**src/rtl/fsm_driver.sv**
```systemverilog
// Initiator-side sequencer for the fsm start/done handshake: queues requests,
// issues start, models a fixed-latency task, issues done and tracks completions.
module fsm_driver #(
  parameter int unsigned LATENCY = 4,
  parameter int unsigned TIMEOUT = 16
) (
  input  logic        clock,
  input  logic        reset,
  input  logic        req,
  input  logic [7:0]  state,
  output logic        start,
  output logic        done,
  output logic [7:0]  pending,
  output logic [15:0] completed,
  output logic        busy,
  output logic        error
);

  typedef enum logic [2:0] {
    IDLE,
    ISSUE,
    WAIT_BUSY,
    WORK,
    FINISH,
    WAIT_IDLE,
    ERROR
  } seq_state_t;

  localparam logic [7:0] LAT_LAST = 8'(LATENCY - 1);
  localparam logic [7:0] TO_LAST  = 8'(TIMEOUT - 1);

  seq_state_t cur, nxt;
  logic [7:0] cnt, cnt_nxt;
  logic       complete;
  logic       inc;

  always_comb begin
    nxt      = cur;
    cnt_nxt  = cnt;
    complete = 1'b0;
    case (cur)
      IDLE:      if (pending != 8'd0) nxt = ISSUE;
      ISSUE:     nxt = WAIT_BUSY;
      WAIT_BUSY: begin
        if (state == 8'd1)       nxt = WORK;
        else if (cnt == TO_LAST) nxt = ERROR;
        else                     cnt_nxt = cnt + 8'd1;
      end
      WORK: begin
        if (cnt == LAT_LAST) nxt = FINISH;
        else                 cnt_nxt = cnt + 8'd1;
      end
      FINISH:    nxt = WAIT_IDLE;
      WAIT_IDLE: begin
        if (state == 8'd0) begin
          nxt      = IDLE;
          complete = 1'b1;
        end else if (cnt == TO_LAST) begin
          nxt = ERROR;
        end else begin
          cnt_nxt = cnt + 8'd1;
        end
      end
      ERROR:     nxt = ERROR;
      default:   nxt = ERROR;
    endcase
    // An illegal controller state overrides every in-flight decision, including a completion.
    if (cur != IDLE && cur != ERROR && state > 8'd1) begin
      nxt      = ERROR;
      complete = 1'b0;
    end
    if (nxt != cur) cnt_nxt = '0;
  end

  assign inc = req && (cur != ERROR);

  always_ff @(posedge clock) begin
    if (reset) begin
      cur       <= IDLE;
      cnt       <= '0;
      start     <= 1'b0;
      done      <= 1'b0;
      pending   <= '0;
      completed <= '0;
    end else begin
      cur   <= nxt;
      cnt   <= cnt_nxt;
      // Strobes are registered from the next state so they align exactly with ISSUE/FINISH.
      start <= (nxt == ISSUE);
      done  <= (nxt == FINISH);
      case ({inc, complete})
        2'b10:   if (pending != 8'hFF) pending <= pending + 8'd1;
        2'b01:   pending <= pending - 8'd1;
        default: pending <= pending;
      endcase
      if (complete) completed <= completed + 16'd1;
    end
  end

  assign busy  = (cur != IDLE);
  assign error = (cur == ERROR);

endmodule

```
**config.mk**
```make
export PLATFORM = sky130hd
export DESIGN_NAME = fsm_driver
export DESIGN_NICKNAME = d
export VERILOG_FILES = /design/src/rtl/fsm_driver.sv
export SDC_FILE = /design/constraint.sdc
export NUM_CORES = 1
export LEC_CHECK = 0
export ABC_AREA = 1
export CELL_PAD_IN_SITES_DETAIL_PLACEMENT = 1
export CELL_PAD_IN_SITES_GLOBAL_PLACEMENT = 1
export CORE_AREA = 5 5 78 87
export DETAILED_ROUTE_END_ITERATION = 8
export DIE_AREA = 0 0 83 92
export HOLD_SLACK_MARGIN = 0.06
export PLACE_DENSITY = 0.94
export SLEW_MARGIN = 20
export SYNTH_ARGS = -nofsm -noshare
export SYNTH_HDL_FRONTEND = slang
export SYNTH_SLANG_ARGS = --single-unit
```
**constraint.sdc**
```tcl
create_clock -name clock -period 4.3 [get_ports clock]
set_input_delay 0.645 -clock clock [delete_from_list [all_inputs] [get_ports clock]]
set_output_delay 0.645 -clock clock [all_outputs]
set_load 0.05 [all_outputs]
```
==> results of run 1 <==
==> Yosys cell counts, types with 2 or more instances <==
| library cell | n | share of area (%) |
|---|---|---|
| o21a_1 | 2 | 0.66 |
| nand2_2 | 4 | 1.1 |
| xor2_1 | 9 | 3.5 |
| nor2_4 | 5 | 2.5 |
| nand3_2 | 5 | 2.2 |
| nor2_1 | 45 | 7.4 |
| nor2_2 | 5 | 1.4 |
| nand4_1 | 6 | 1.6 |
| xnor2_1 | 6 | 2.3 |
| o21ai_1 | 4 | 0.88 |
| nand3_1 | 19 | 4.2 |
| nor4_1 | 2 | 0.55 |
| o21ai_0 | 18 | 3.9 |
| a21oi_1 | 26 | 5.7 |
| inv_1 | 36 | 5.9 |
| dfxtp_1 | 37 | 32 |
| nor3_1 | 8 | 1.8 |
| and3_1 | 2 | 0.55 |
| ha_1 | 8 | 4.4 |
| nand2_1 | 60 | 9.9 |
| nand3b_1 | 2 | 0.66 |
| inv_2 | 3 | 0.49 |
| clkbuf_1 | 2 | 0.33 |
==> layout make-up <==
class	instances	share of cell area [%]
Sequential cell	37	26.0
Inverter	39	5.13
Clock buffer	5	2.41
Timing Repair Buffer	38	13.3
Tap cell	77	3.38
Clock inverter	3	1.62
Multi-Input combinational cell	246	48.1
==> final timing paths <==
kind	start	to	slack [ps]	depth (start not counted)
hold / removal	completed[11]$_SDFFE_PP0P_	completed[11]$_SDFFE_PP0P_	530	2
setup reg to reg	cur[1]$_SDFF_PP0_	pending[7]$_SDFFE_PP0P_	1500	14
setup / recovery	state[3]	pending[7]$_SDFFE_PP0P_	1300	15
hold reg to reg	completed[11]$_SDFFE_PP0P_	completed[11]$_SDFFE_PP0P_	530	2
==> layer usage <==
layer	vias to the layer above	track usage [%]	part of all wire (%)
met2	33	30.9	52
met4	0	6.27	2.1
met3	15	3.41	2.4
met5	-	0	0
li1	1146	-	-
met1	1099	20.6	44
==> power by group through the flow <==
stage,Sequential (µW),Clock (µW),Combinational (µW)
6_report,426,313,518
5_1_grt,433,335,567
4_1_cts,425,320,518
3_5_place_dp,432,0,505
3_3_place_gp,430,0,486
2_1_floorplan,464,0,338
==> per-stage QoR <==
stage               util [%]  setup slack [ps]  cells  instance area [µm²]  total power, µW
floorplan                  -              1460    326                 2280              802
global placement        47.7              1210    437                 2740              916
detailed placement      47.7               983    437                 2740              937
CTS                     49.7              1290    445                 2850             1260
global route            49.7              1040    445                 2850             1330
finish                  49.7              1300    445                 2850             1260
==> flip-flops by register name, indices dropped and copies added (netlist names) <==
name / count
start: 1
completed: 16
cnt: 8
pending: 8
cur: 3
done: 1
==> kinds of logic after synthesis <==
| logic type | share of synthesized area [%] |
|---|---|
| AOI/OAI and AO/OA | 12.5 |
| xor gates and xnor gates | 5.75 |
| adders and majority gates | 5.26 |
| buffers and inverters | 7.45 |
| DFF | 32.4 |
| muxes | 0.438 |
| and+or+nand+nor | 36.2 |
==> worst register-to-register path: cells and delay by family, from the launching register on <==
family	cells	cell delay, ps
and+or+nand+nor	9	1260
AOI/OAI and AO/OA	2	430
adders and majority gates	1	330
DFF	1	360
buffers and inverters	2	360
==> results.md, run 1 <==
- Multi-input logic area: 1370 µm²
- Internal power: slightly above 700 µW
- Antenna diodes: 0
- Vias in the first global route: 2399
- Kind of end point of the critical path: flip-flop
- Actual slew at the worst max-slew pin: approximately 570 ps
- Sw frac: 43.2%
- Tcrit/Tclk final: 69.7%
- Rel. slew slack: 61.7%
- Max-cap violations: 0
- Worst clock skew: ~7 ps
- Crit-path slowest cell: clkdlybuf4s50_1
- Worst path max stage delay: 390 ps
- Commonest non-fill, non-tap cells in the layout: nand2_1 (60), nor2_1 (45), clkdlybuf4s50_1 (38)
- Crit path top cell by count: nand2_1
- Drt wl/cell: approximately 15 µm
- Syn_nets: 346
- P&R area growth vs syn: 24.9%
- Fill count: 780
- Status: complete, no violations
- Post-synth ARST share: 0%
- Seq cells post-synth: 37
- Avg Cell Area, Syn: 7.00 µm²
- Pleak: about 0.0011 µW
- Ports: 39
- Initial antenna violation count: 0
- Initial core utilization: roughly 40%
- DRC: 0
- Seq/Total Area, Yosys: 32.4%
- WP data arrival: 3240 ps
- Max FO, Critical Path: 10
- ANT nets after route: 0
- Psw: 543 µW
- Number of core rows: 29
- Htree depth: 2
- Peak supply drop: 0.217 mV
- Clk root buf: clkbuf_8
- Clk buf depth: 2
- Share of cells above drive strength 1: 8.97%
- Die W: roughly 83 µm
- First-pass GRT wire length: 11.0 mm
- Cell Chain, Critical Path: clkdlybuf4s50_1 > inv_1 > nand2_1 > nor2_2 > nand3_4 > nor2_4 > ha_1 > a21oi_1 > nand2_1 > and3_1 > o21ai_0 > nand3_1 > nand2_1 > nand2_1 > nor2_1
- Worst path top cell family by delay: simple AND/OR/NAND/NOR gates
- Data required, critical path: 4540 ps
- Die Span Y: 92 µm
- Fin. Hold Viols: 0
- Vias: 2293
- Port Buf Inserts: 38
- Logic pwr share: between 40% and 50%
- Mean number of vias per cell: 5.15
- Worst-Skew Late Latency: approximately 300 ps
- Fmax: 333 MHz
- Total negative slack: 0 ps
- Fin crit period: 3000 ps
- Seq pwr share: roughly a third
- RSZ-0062 raised after global routing: no
- Synthesized instance count: 326
- Grt ovf: 0
- Max-slew violations: 0
- Post-cts sizing count: 0
- Post-synth top flop: dfxtp_1
- Initial DRC Count: 92
- CTS Buf Count: 5
- FF+latch area: 741 µm²
- Final setup fails: 0
- YS warnings: 0
- Setup Buffers After CTS: 0
- Post-CTS Hold Buffers: 0
- CP Class: in2reg
- DR pass1 iterations: 4
- CTS tree: done
- All-Layer GR Usage: 17.3%
- Worst-path clk slew: 80 ps
- Placeable Area: 5730 µm²
- Commonest non-fill, non-tap cell in the layout: nand2_1
- Die area: 7640 µm²
- WL final: between 6 and 7 mm
- Critical path launch point type: input pin
- Clk sinks: 37
- Routability cong.: 0.862
- Min Hold Slack: 533 ps
- Synth Cell Area: 2280 µm²
- Worst Path Buf+Inv: 2
- Distinct cell type count after synthesis: 35
- Nets: 387
- P per Cell Area: 441 nW/µm²
- Hpwl dp: 5.03 mm
- Clk pwr share: approximately a quarter
- Post-synth EDFFs: 0
- Hold crit path type: reg2reg
- Largest net degree at the start of global routing: 19
(Power assumes the default switching activity.)
==> inputs of run 2 (changes only) <==
Settings changed: CORE_AREA 5 5 78 87 to 5 5 80 90, DIE_AREA 0 0 83 92 to 0 0 85 95, PLACE_DENSITY 0.94 to 0.9.
Clock period 4.3 ns to 3.1 ns, I/O delays scaled along.
==> results.md, run 2 (synthesized netlist as in run 1, its figures left out) <==
- Status: complete, no violations
- Commonest non-fill, non-tap cells in the layout: nand2_1 (60), nor2_1 (45), clkdlybuf4s50_1 (38)
- Cell Chain, Critical Path: clkdlybuf4s50_1 > inv_1 > nand2_1 > nor2_2 > nand3_4 > nor2_4 > inv_2 > fa_1 > o21ai_0 > nand2_1 > nand2_1 > a21oi_1 > xor2_1 > a21oi_1
- Clk buf depth: 2 (unchanged)
- Fin crit period: 2600 ps
- Place WS: 178 ps (-806 ps)
- Antenna diodes: 0 (unchanged)
- Die area: 8080 µm² (+5.7%)
- Largest net degree at the start of global routing: 19 (unchanged)
- Total negative slack: 0 ps (unchanged)
- Grt ovf: 0 (unchanged)
- Post-DP Area: 2750 µm² (+0.50%)
- Design Area, Final: 2840 µm² (-0.53%)
- Commonest non-fill, non-tap cell in the layout: nand2_1
- Crit path top cell by count: nand2_1
- CTS Buf Count: 5 (unchanged)
- Pleak: 0.00114 µW (-0.55%)
- P&R area growth vs syn: 24.2%
- Crit-path slowest cell: fa_1
- Top Registers: completed: 16 flops, cnt: 8 flops, pending: 8 flops
- Worst path max stage delay: 420 ps (+30 ps)
- Clk sinks: 37 (unchanged)
- Max-slew violations: 0 (unchanged)
- Fin. Hold Viols: 0 (unchanged)
- Htree depth: 2 (unchanged)
- Vias in the first global route: 2316 (-3.5%)
- RSZ-0062 raised after global routing: no
- DRC: 0 (unchanged)
- Max-cap violations: 0 (unchanged)
- Post-CTS Hold Buffers: 0 (unchanged)
- Worst-path clk slew: 80 ps (about the same)
- All-Layer GR Usage: 15.9% (-1.4 points)
- Share of cells above drive strength 1: 9.21% (+0.25 points)
- Nets: 388 (+0.26%)
- Setup Buffers After CTS: 0 (unchanged)
- WL met1: 2.68 mm (-7.9%)
- Max reg flops: 16 (unchanged)
- Final setup fails: 0 (unchanged)
- DR WL met2: 3.30 mm (-4.1%)
- Rel. slew slack: 61.8% (+0.14 points)
- WL final: 6.21 mm (-6.7%)
- Final worst-path setup slack: 500 ps (-802 ps)
- WL met3: 154 µm (-4.9%)
- Initial core utilization: 36.3% (-3.5 points)
- Tcrit/Tclk final: 83.9%
- Worst-Skew Late Latency: 290 ps (about the same)
- Kind of end point of the critical path: flip-flop
- Vias: 2304 (+0.48%)
- Worst Path Buf+Inv: 3 (+1)
- Drt wl/cell: 13.8 µm (-7.9%)
- Fmax: just under 400 MHz
- Hpwl dp: 4.88 mm (-3.0%)
- Worst path top cell family by delay: simple AND/OR/NAND/NOR gates
- Initial antenna violation count: 0 (unchanged)
- First-pass GRT wire length: 10.4 mm (-5.3%)
- Routability cong.: 0.854 (-0.91%)
- Hold crit path type: reg2reg
- Largest Register: completed
- P per Cell Area: 577 nW/µm² (+31%)
- Max FO, Critical Path: 8 (-2)
- Post-cts sizing count: 0 (unchanged)
- CTS tree: done
- Fin util: 45.1% (-4.6 points)
- Placeable Area: 6280 µm² (+9.6%)
- DR pass1 iterations: 4 (unchanged)
- Peak supply drop: 0.258 mV (+19%)
- Min Hold Slack: 522 ps (-10.8 ps)
- Die Span Y: 95 µm (+3.3%)
- Worst clock skew: 4.41 ps (-2.58 ps)
- Port Buf Inserts: 38 (unchanged)
- Data required, critical path: 3330 ps (-1210 ps)
- Initial DRC Count: 84 (-8.7%)
- CP Class: in2reg
- Number of core rows: 31 (+6.9%)
- Clk root buf: clkbuf_8
- Critical path launch point type: input pin
- ANT nets after route: 0 (unchanged)
- Die W: 85 µm (+2.4%)
- Actual slew at the worst max-slew pin: 572 ps (-2.06 ps)
- Ports: 39 (unchanged)
- WP data arrival: 2830 ps (-410 ps)
- Mean number of vias per cell: 5.11 (-0.86%)
- Highest routed metal layer: met4
[run 2: worst min-delay path, delay by kind of cell (launching register included)]
family           cells  cell delay [ps]
DFF                  1              350
and+or+nand+nor      3              140
[run 2: path summary, 6_finish.rpt]
check,from,endpoint,slack (ps),cells after the start
setup / recovery,state[2],pending[6]$_SDFFE_PP0P_,500,14
hold / removal,completed[15]$_SDFFE_PP0P_,completed[15]$_SDFFE_PP0P_,520,3
setup reg to reg,cur[1]$_SDFF_PP0_,pending[6]$_SDFFE_PP0P_,540,13
hold reg to reg,completed[15]$_SDFFE_PP0P_,completed[15]$_SDFFE_PP0P_,520,3
[run 2: per-layer routing]
layer / vias to the layer above / track usage (%)
met1: 1123 / 18.4
met2: 21 / 29.7
met5: - / 0
li1: 1154 / -
met3: 6 / 2.79
met4: 0 / 4.75
[run 2: report_power, final]
part / total (µW) / switching (µW) / internal (µW) / leakage [µW]
registers: 588 / 69.2 / 519 / 0.000300
logic: 707 / 476 / 230 / 0.000795
clock network: 342 / 186 / 155 / 0.0000439
[run 2: area by class of cell]
type	count	area (µm²)
inverters	39	146
flip-flops and latches	37	741
fillers	835	3450
well taps	82	103
repair buffers	39	388
clock buffers	5	68.8
multi-input cells	246	1370
clock inverters	3	17.5
[run 2: through the flow]
step                      cells  total power [µW]
after global routing        451              1740
after global placement      443              1280
final                       451              1640
after CTS                   451              1640
after floorplan             326              1110
after detailed placement    443              1300
==> inputs of run 3 (changes only) <==
Settings changed: CORE_AREA 5 5 80 90 to 5 5 85 94, DIE_AREA 0 0 85 95 to 0 0 90 99, PLACE_DENSITY 0.9 to 0.85.
Clock period 3.1 ns to 2.19 ns, I/O delays scaled along.
==> results.md, run 3 (synthesized netlist as in run 1, its figures left out) <==
- Vias in the first global route: 2586 (+12%)
- Rel. slew slack: 65.8% (+4.0 points)
- Worst path top cell family by delay: simple AND/OR/NAND/NOR gates
- Initial antenna violation count: 0 (unchanged)
- Commonest non-fill, non-tap cell in the layout: nand2_1
- Worst Path Buf+Inv: 2 (-1)
- Htree depth: 2 (unchanged)
- CTS tree: done
- Pleak: 0.00138 µW (+21%)
- Top Registers: completed: 16 flops, cnt: 8 flops, pending: 8 flops
- P per Cell Area: 791 nW/µm² (+37%)
- Die W: 90 µm (+5.9%)
- Critical path launch point type: flip-flop
- Hpwl dp: 5.23 mm (+7.2%)
- R2R setup slack: 30 ps (-510 ps)
- Data required, critical path: 2430 ps (-900 ps)
- Status: complete, no violations
- Fill count: 893 (+6.9%)
- First-pass GRT wire length: 11.8 mm (+13%)
- Grt ovf: 0 (unchanged)
- CTS Buf Count: 5 (unchanged)
- Place WS: -448 ps (-626 ps)
- Max-cap violations: 0 (unchanged)
- Initial DRC Count: 110 (+31%)
- Tcrit/Tclk final: 98.5%
- Hold crit path type: reg2reg
- Clk root buf: clkbuf_8
- Placeable Area: 6930 µm² (+10%)
- Largest net degree at the start of global routing: 16 (-3)
- Routability cong.: 0.801 (-6.2%)
- Port Buf Inserts: 38 (unchanged)
- Min Hold Slack: 520 ps (-1.53 ps)
- Crit-path slowest cell: dfxtp_1
- Fin. Hold Viols: 0 (unchanged)
- Worst-path clk slew: 80 ps (about the same)
- Number of core rows: 32 (+3.2%)
- P&R area growth vs syn: 41.9%
- Cell Chain, Critical Path: buf_4 > nor2_4 > nor2_4 > nor2_4 > buf_12 > ha_1 > nand3_1 > nand2_1 > and3_4 > nor2_2 > nand2_1 > nand3_2 > nand2_1 > nand2_1 > nor2_1
- Kind of end point of the critical path: flip-flop
- Share of cells above drive strength 1: 22.9% (+14 points)
- Max-slew violations: 0 (unchanged)
- WP data arrival: 2400 ps (-430 ps)
- Die Span Y: 99 µm (+4.2%)
- Die area: 8910 µm² (+10%)
- All-Layer GR Usage: 15.8% (-0.065 points)
- Worst path max stage delay: 360 ps (-60 ps)
- WL final: 7.29 mm (+17%)
- Max FO, Critical Path: 8 (unchanged)
- Mean number of vias per cell: 5.01 (-1.9%)
- Fin crit period: 2160 ps
- Drt wl/cell: 15.0 µm (+8.7%)
- FF+latch area: 743 µm² (+0.34%)
- Worst-Skew Late Latency: 300 ps (about the same)
- Multi-input logic area: 1480 µm² (+7.7%)
- Final worst-path setup slack: 32.6 ps (-467 ps)
- Fin util: 46.8% (+1.6 points)
- Ports: 39 (unchanged)
- DRC: 0 (unchanged)
- Worst clock skew: 4.73 ps (+0.318 ps)
- Nets: 421 (+8.5%)
- Fmax: 464 MHz
- Total negative slack: 0 ps (unchanged)
- Clk sinks: 37 (unchanged)
- ANT nets after route: 0 (unchanged)
- Max reg flops: 16 (unchanged)
- DR pass1 iterations: 4 (unchanged)
- Clk buf depth: 2 (unchanged)
- CP Class: reg2reg
- Antenna diodes: 0 (unchanged)
- Actual slew at the worst max-slew pin: 511 ps (-60.9 ps)
- Commonest non-fill, non-tap cells in the layout: nand2_1 (54), nor2_1 (42), dfxtp_1 (35)
- Final setup fails: 0 (unchanged)
- Largest Register: completed
- Initial core utilization: 33.0% (-3.4 points)
- Crit path top cell by count: nand2_1
- Vias: 2441 (+5.9%)
- Peak supply drop: 0.425 mV (+65%)
## run 3: tightest hold or removal path, cell delays in order (launching register included)
cell	delay [ps]
dfxtp_1	350
inv_1	80
a21oi_1	50
## run 3: layout make-up
class                   count  share of cell area, %
clock buffers               6                   2.55
clock inverters             2                  0.425
inverters                  39                   4.75
multi-input cells         246                   45.6
flip-flops and latches     37                   22.9
well taps                  85                   3.28
repair buffers             72                   20.4
## run 3: what timing repair did
item / in CTS / in global routing
resized for setup: 8 / 24
hold buffers: 0 / 0
setup buffers: 5 / 6
setup endpoints to repair: 2 / 3
pin swaps: 9 / 18
## run 3: routing by layer
layer	part of all wire (%)	vias to the layer above	GRT usage [%]
li1	-	1216	-
met5	0	-	0
met3	1.8	11	2.98
met2	54	24	29.9
met4	1.7	0	5.27
met1	42	1190	17.7
## run 3: path summary, 6_finish.rpt
path                               from                          to  cells past startpoint
min reg2reg  completed[11]$_SDFFE_PP0P_  completed[11]$_SDFFE_PP0P_                      2
max reg2reg           cur[0]$_SDFF_PP0_     pending[7]$_SDFFE_PP0P_                     15
max                   cur[0]$_SDFF_PP0_     pending[7]$_SDFFE_PP0P_                     15
min          completed[11]$_SDFFE_PP0P_  completed[11]$_SDFFE_PP0P_                      2
## run 3: per-stage QoR
step | instances | cell area [µm²] | power, µW
floorplan | 326 | 2320 | 1600
global placement | 468 | 2950 | 1950
detailed placement | 468 | 2950 | 1990
CTS | 481 | 3130 | 2550
global route | 487 | 3240 | 2740
finish | 487 | 3240 | 2560
## run 3: where the power goes
group	internal (µW)	switching, µW
registers	739	73.5
clock network	256	279
logic	457	759
total	1450	1110
